<file path="config.mk">
export PLATFORM = sky130hd
export DESIGN_NAME = apb_master_ctrl
export DESIGN_NICKNAME = d
export VERILOG_FILES = /design/src/rtl/apb_master_ctrl.sv
export SDC_FILE = /design/constraint.sdc
export NUM_CORES = 1
export LEC_CHECK = 0
export ABC_CLOCK_PERIOD_IN_PS = 2100
export BUFFER_PORTS_ARGS = -buffer_cell sky130_fd_sc_hd__buf_2
export CAP_MARGIN = 40
export CORE_ASPECT_RATIO = 0.9
export CORE_MARGIN = 2
export CORE_UTILIZATION = 46
export CTS_CLUSTER_DIAMETER = 120
export CTS_CLUSTER_SIZE = 8
export DETAILED_ROUTE_END_ITERATION = 10
export PLACE_DENSITY = 0.79
export SYNTH_ARGS = -nofsm -noshare
export SYNTH_HDL_FRONTEND = slang
export SYNTH_SLANG_ARGS = --single-unit
</file>
<file path="constraint.sdc">
create_clock -name pclk -period 2.1 [get_ports pclk]
set_input_delay 0.105 -clock pclk [delete_from_list [all_inputs] [get_ports pclk]]
set_output_delay 0.105 -clock pclk [all_outputs]
set_load 0.03 [all_outputs]
</file>
<file path="src/rtl/apb_master_ctrl.sv">
// Command-to-APB3 bridge: one transfer per command; rsp 3 cycles after accept (+1 per wait, 1 on decode miss).
// Backpressure: cmd_ready only in IDLE; a held-off response parks the bridge in RESP with stable data.
package apb_pkg;
    localparam logic [31:0] SLAVE_ADDR = 32'hA000;
endpackage

module apb_master_ctrl #(
    parameter logic [31:0] BASE_ADDR = apb_pkg::SLAVE_ADDR,
    parameter logic [31:0] ADDR_MASK = 32'hFFFF_F000,
    parameter int unsigned TIMEOUT   = 16
) (
    input  logic        pclk,
    input  logic        presetn,
    input  logic        cmd_valid,
    output logic        cmd_ready,
    input  logic        cmd_write,
    input  logic [31:0] cmd_addr,
    input  logic [31:0] cmd_wdata,
    output logic        rsp_valid,
    input  logic        rsp_ready,
    output logic [31:0] rsp_rdata,
    output logic        rsp_err,
    output logic        psel,
    output logic        penable,
    output logic        pwrite,
    output logic [31:0] paddr,
    output logic [31:0] pwdata,
    input  logic [31:0] prdata,
    input  logic        pready
);

    typedef enum logic [1:0] {
        IDLE   = 2'd0,
        SETUP  = 2'd1,
        ACCESS = 2'd2,
        RESP   = 2'd3
    } state_t;

    localparam logic [7:0] TIMEOUT_LIM = 8'(TIMEOUT);

    state_t      state;
    state_t      state_nxt;
    logic [7:0]  wait_cnt;
    logic [7:0]  wait_cnt_nxt;
    logic [31:0] rdata_nxt;
    logic        err_nxt;
    logic        accept;
    logic        addr_hit;

    assign accept   = cmd_valid && (state == IDLE);
    assign addr_hit = (cmd_addr & ADDR_MASK) == (BASE_ADDR & ADDR_MASK);

    // Controls decode straight from state so an async reset clears them at once.
    assign cmd_ready = (state == IDLE);
    assign psel      = (state == SETUP) || (state == ACCESS);
    assign penable   = (state == ACCESS);
    assign rsp_valid = (state == RESP);

    always_comb begin
        state_nxt    = state;
        wait_cnt_nxt = wait_cnt;
        rdata_nxt    = rsp_rdata;
        err_nxt      = rsp_err;
        case (state)
            IDLE: begin
                if (accept) begin
                    if (addr_hit) begin
                        state_nxt    = SETUP;
                        wait_cnt_nxt = 8'd0;
                    end else begin
                        state_nxt = RESP;
                        rdata_nxt = 32'd0;
                        err_nxt   = 1'b1;
                    end
                end
            end
            SETUP: begin
                state_nxt = ACCESS;
            end
            ACCESS: begin
                // Completion wins over timeout when pready arrives on the last allowed cycle.
                if (pready) begin
                    state_nxt = RESP;
                    rdata_nxt = pwrite ? 32'd0 : prdata;
                    err_nxt   = 1'b0;
                end else begin
                    wait_cnt_nxt = wait_cnt + 8'd1;
                    if (wait_cnt + 8'd1 == TIMEOUT_LIM) begin
                        state_nxt = RESP;
                        rdata_nxt = 32'd0;
                        err_nxt   = 1'b1;
                    end
                end
            end
            RESP: begin
                if (rsp_ready) begin
                    state_nxt = IDLE;
                end
            end
            default: begin
                state_nxt = IDLE;
            end
        endcase
    end

    always_ff @(posedge pclk or negedge presetn) begin
        if (!presetn) begin
            state     <= IDLE;
            wait_cnt  <= 8'd0;
            rsp_rdata <= 32'd0;
            rsp_err   <= 1'b0;
        end else begin
            state     <= state_nxt;
            wait_cnt  <= wait_cnt_nxt;
            rsp_rdata <= rdata_nxt;
            rsp_err   <= err_nxt;
        end
    end

    // Command fields are captured at accept and held until the next accept.
    always_ff @(posedge pclk or negedge presetn) begin
        if (!presetn) begin
            paddr  <= 32'd0;
            pwdata <= 32'd0;
            pwrite <= 1'b0;
        end else if (accept) begin
            paddr  <= cmd_addr;
            pwdata <= cmd_wdata;
            pwrite <= cmd_write;
        end
    end

endmodule

</file>
# After elaboration in Yosys (flattened, before gate mapping)
# Index checks and enable logic that the tools add are counted.
[totals]
reg_bits = 108
input_bits = 102
output_inout_bits = 102
word_cells = 47
[classes]
add_sub_neg = 1
eq_ne = 11
muxes = 21
reduce_logical = 7
[op_table]
columns = ["operator", "n"]
rows = [
  ["32-bit two-way mux", 5],
  ["32-bit one-hot mux with 2 select lines", 1],
  ["8-bit two-way mux", 3],
  ["20-bit by 4-bit equality test with 1-bit output, second input constant", 1],
  ["8-bit one-hot mux with 2 select lines", 1],
  ["2-bit two-way mux", 5],
  ["8-bit by 1-bit adder with 8-bit output, second input constant", 1],
  ["8-bit by 5-bit equality test with 1-bit output, second input constant", 1],
  ["2-bit one-hot mux with 4 select lines", 1],
  ["4-bit AND reduction", 2],
  ["2-bit by 1-bit != test with 1-bit output, second input constant", 3],
  ["2-bit equality test, second input constant", 2],
  ["1-bit two-way mux", 4],
  ["2-bit != test, second input constant", 2],
  ["3-bit by 1-bit != test with 1-bit output, second input constant", 1],
  ["3-bit AND reduction", 1],
  ["2-bit by 1-bit equality test with 1-bit output, second input constant", 1],
  ["2-bit logical NOT", 1],
  ["1-bit one-hot mux with 2 select lines", 1],
  ["2-bit nonzero test", 1],
  ["1-bit logical AND", 1],
  ["1-bit logical OR", 1],
]

# Logic depth before layout (Yosys ltp)
[logic_depth]
depth_word = 5
ltp_mapped = 8
depth_no_buf = 6

# Least setup slack after synthesis
# Ideal clock, no wire load.
[synth_timing]
path_kind = "register to register"
from = "register state[0]"
to = "register paddr[0]"
setup_ps = 125
arrival_ps = 1984
t_required_ps = 1975
path_slack_ps = -9
path_stages_with_launch = 7
path_buffers = 2
synth_period_minus_slack_ps = 2109
path_cell_list = "dfrtp_1 > inv_1 > ha_1 > and2_1 > clkbuf_1 > buf_1 > mux2_2"
[synth_between]
elab_chain_cells = 2
[synth_rtl]
columns = ["item", "line", "rtl"]
rows = [
  ["from (decl)", "41", "state_t state;"],
  ["from (signal assigned)", "113", "state <= state_nxt;"],
  ["2-bit logical NOT", "--", ""],
  ["net cmd_ready", "15", "output logic cmd_ready,"],
  ["1-bit logical AND", "50", "assign accept = cmd_valid && (state == IDLE);"],
  ["to (signal assigned)", "127", "paddr <= cmd_addr;"],
  ["to (decl)", "26", "output logic [31:0] paddr,"],
]
# The timed path passes the listed nets, and every way through them passes these cells.
# A chain may end at the register's enable or synchronous reset.

# Worst setup path after layout
[layout_timing]
from = "input port cmd_addr[20]"
to = "register wait_cnt[4]"
[layout_between]
elab_chain_cells = 3
[layout_rtl]
columns = ["item", "line", "rtl"]
rows = [
  ["from (decl)", "17", "input logic [31:0] cmd_addr,"],
  ["20-bit by 4-bit equality test with 1-bit output", "51", "assign addr_hit = (cmd_addr & ADDR_MASK) == (BASE_ADDR & ADDR_MASK);"],
  ["2-bit by 1-bit != test with 1-bit output (no source line)", "--", ""],
  ["4-bit AND reduction (no source line)", "--", ""],
  ["to (signal assigned)", "114", "wait_cnt <= wait_cnt_nxt;"],
  ["to (decl)", "43", "logic [7:0] wait_cnt;"],
]
# Every way passes these cells.

==> flow_summary.yaml <==
timing:
  period_needed_ps: 2058
  fin_tns_setup_ps: 0
  setup_viol: 0
  slew_headroom_pct: 73.68
  rsz0062_at_grt: "true"
  slew_violations: 0
  fin_skew_ps: 23.93
  clock.fmax_mhz: 485.9
  tightestPinTransition_ps: 394.9
  hold_viol_final: 0
  hold_ws_ps: 16.05
  finalCritPeriodShare_pct: 97.99
layout:
  nets: 714
  syn2layout_area_growth_pct: 55.30
  final_util_pct: 73.98
  drive_above_1_share_pct: 50.90
  antenna_cells: 0
  fill_cells: 571
drt:
  drtAntennaViolNets: 0
  firstDrtPassIters: 4
  vias: 3783
  routed_via_density: 5.147
  first_iter_violations: 170
  routedWlPerCell_um: 17.73
  route.detailed.drc: 0
  routed_wirelength_um: 13030
power_and_ir_drop:
  ir_worst_vdd_mv: 0.9214
  p_leak_nw: 3.324
  powerDensity_mw_per_mm2: 1561
  finalPower_mw: 10.58
logic_synthesis:
  synth_edf_count: 0
  avgSynthCellArea_um2: 14.41
  synth_top_area_share_pct: 61.89
  synth-async-reset-ratio_pct: 100.0
  yosysSeqAreaShare_pct: 61.89
  synthMostInstantiatedCell: "dfrtp_1"
  synthFlopType: "dfrtp_1"
  ys_top_cells_by_count: "dfrtp_1, mux2_2, a22o_1"
  syn_inst: 303
  synth.area.top_cells: "dfrtp_1, mux2_2, a22o_1, ha_1, nand3_1"
  yosysTopAreaCell: "dfrtp_1"
  syn_area_mm2: 0.004367
  synth_seq_cells: 108
  synth_fp_nets: 409
  synth_cell_types: 37
  yosys_warnings: 0
global_routing:
  grt_max_degree: 46
  grt_use_total_pct: 24.23
  grt_antenna_before_repair: 0
  grt_pass1_wl_um: 19260
  overflow: 0
  grt_pass1_vias: 3726
cts:
  path_clk_slew_ps: 110
  clock_sinks: 108
  cts-root-buf: "clkbuf_8"
  cts_tree: "built"
  clock_latency_ps: 370
  cts_buffers: 9
  htreeDepth: 3
  cts_buffer_depth: 2
floorplan:
  top_level_ports: 204
  core_mm2: 0.009166
  row_count: 33
  dieHeight_um: 96.43
  start_util_pct: 47.64
  dieArea_mm2: 0.01029
  die_x_um: 106.7
worst_setup_path:
  critical_path_class: "in2reg"
  critPathMaxFanout: 6
  required_ps: 2400
  ff2ff_path_depth: 6
  startpoint_type: "primary input"
  crit_path_end_kind: "flip-flop"
  arrival_ps: 2360
placed_design:
  portBuffers: 203
  gp_congestion: 0.8576
  dpl.hpwl_um: 7650
flow_run:
  drv_cap: 0
hold_path:
  hold_path_class: "in2reg"
  min_delay_path_depth: 2
outcome:
  status: "finished, final reports clean"
## final cells by class
class / count / area (um2) / area share [%]
sequential: 108 / 2706 / 39.91
clock buffer: 9 / 123.9 / 1.827
inverter: 7 / 26.28 / 0.3875
tap: 122 / 152.6 / 2.251
multi-input combinational: 174 / 1590 / 23.45
timing repair buffer: 308 / 2079 / 30.66
clock inverter: 7 / 102.6 / 1.513
## worst max-delay path, stage by stage
cell and delay, ps:
dlygate4sd3_1 530, buf_2 140, nor4b_1 330, nand2_1 240
o31a_1 380, or4b_1 530, nand3_1 110
## routing by layer
metal  GRT usage (%)  share of wire (%)
met1           30.26                 42
met2           42.78                 49
met3           5.768                7.6
met4           6.602                1.4
met5               0                  0
## state kept, by name (all words and copies together), names as in the netlist
name       cells
rsp_err        1
state          2
pwdata        32
wait_cnt       8
paddr         32
pwrite         1
rsp_rdata     32
## worst paths after layout
check,end,slack [ps],from
worst max register to register,state[1],120,wait_cnt[1]
min in group asynchronous,paddr[23],200,presetn
max in group asynchronous,paddr[6],1300,presetn
worst max-delay path,wait_cnt[4],40,cmd_addr[20]
worst min-delay path,paddr[31],20,cmd_addr[31]
worst min register to register,rsp_rdata[8],510,rsp_rdata[8]
## cell usage in the layout, fill, tap and decap left out, types with 4 or more instances in the layout
master         count
o21ai_0            4
nand2_1           10
inv_1              7
nand3_1           10
buf_2            202
a21oi_1            4
dfrtp_1          105
mux2_2            66
dlygate4sd3_1     94
a22o_1            32
buf_4              9
or4b_1             4
clkbuf_8           9
## through the flow
step	instance area, um2	setup WS [ps]	cells
global route	6782	1.191	735
CTS	6714	52.36	729
floorplan	4368	2.524	303
global placement	5567	183.2	621
finish	6782	42.16	735
detailed placement	5567	63.73	621
## logic make-up after synthesis
| group | count (synthesis) | synth area share [%] |
|---|---|---|
| flip-flops | 108 | 61.89 |
| multiplexers | 67 | 17.25 |
| AND/OR/NAND/NOR | 49 | 7.107 |
| AO/OA/AOI/OAI | 53 | 10.11 |
| adder cells (fa/ha/maj) | 4 | 1.146 |
| buffers and inverters | 22 | 2.493 |
## what timing repair did
action,CTS,global route
buffers inserted,0,3
gates resized for setup,0,7
hold buffers,92,2
endpoints found under the hold margin,118,2
endpoints found under the setup margin,0,34
## where the power goes
group | internal [mW] | total (mW) | switching, mW
clock network | 0.597 | 1.37 | 0.777
logic | 2.02 | 5.54 | 3.52
registers | 3.07 | 3.67 | 0.595
Power figures use the tool's default switching activity.
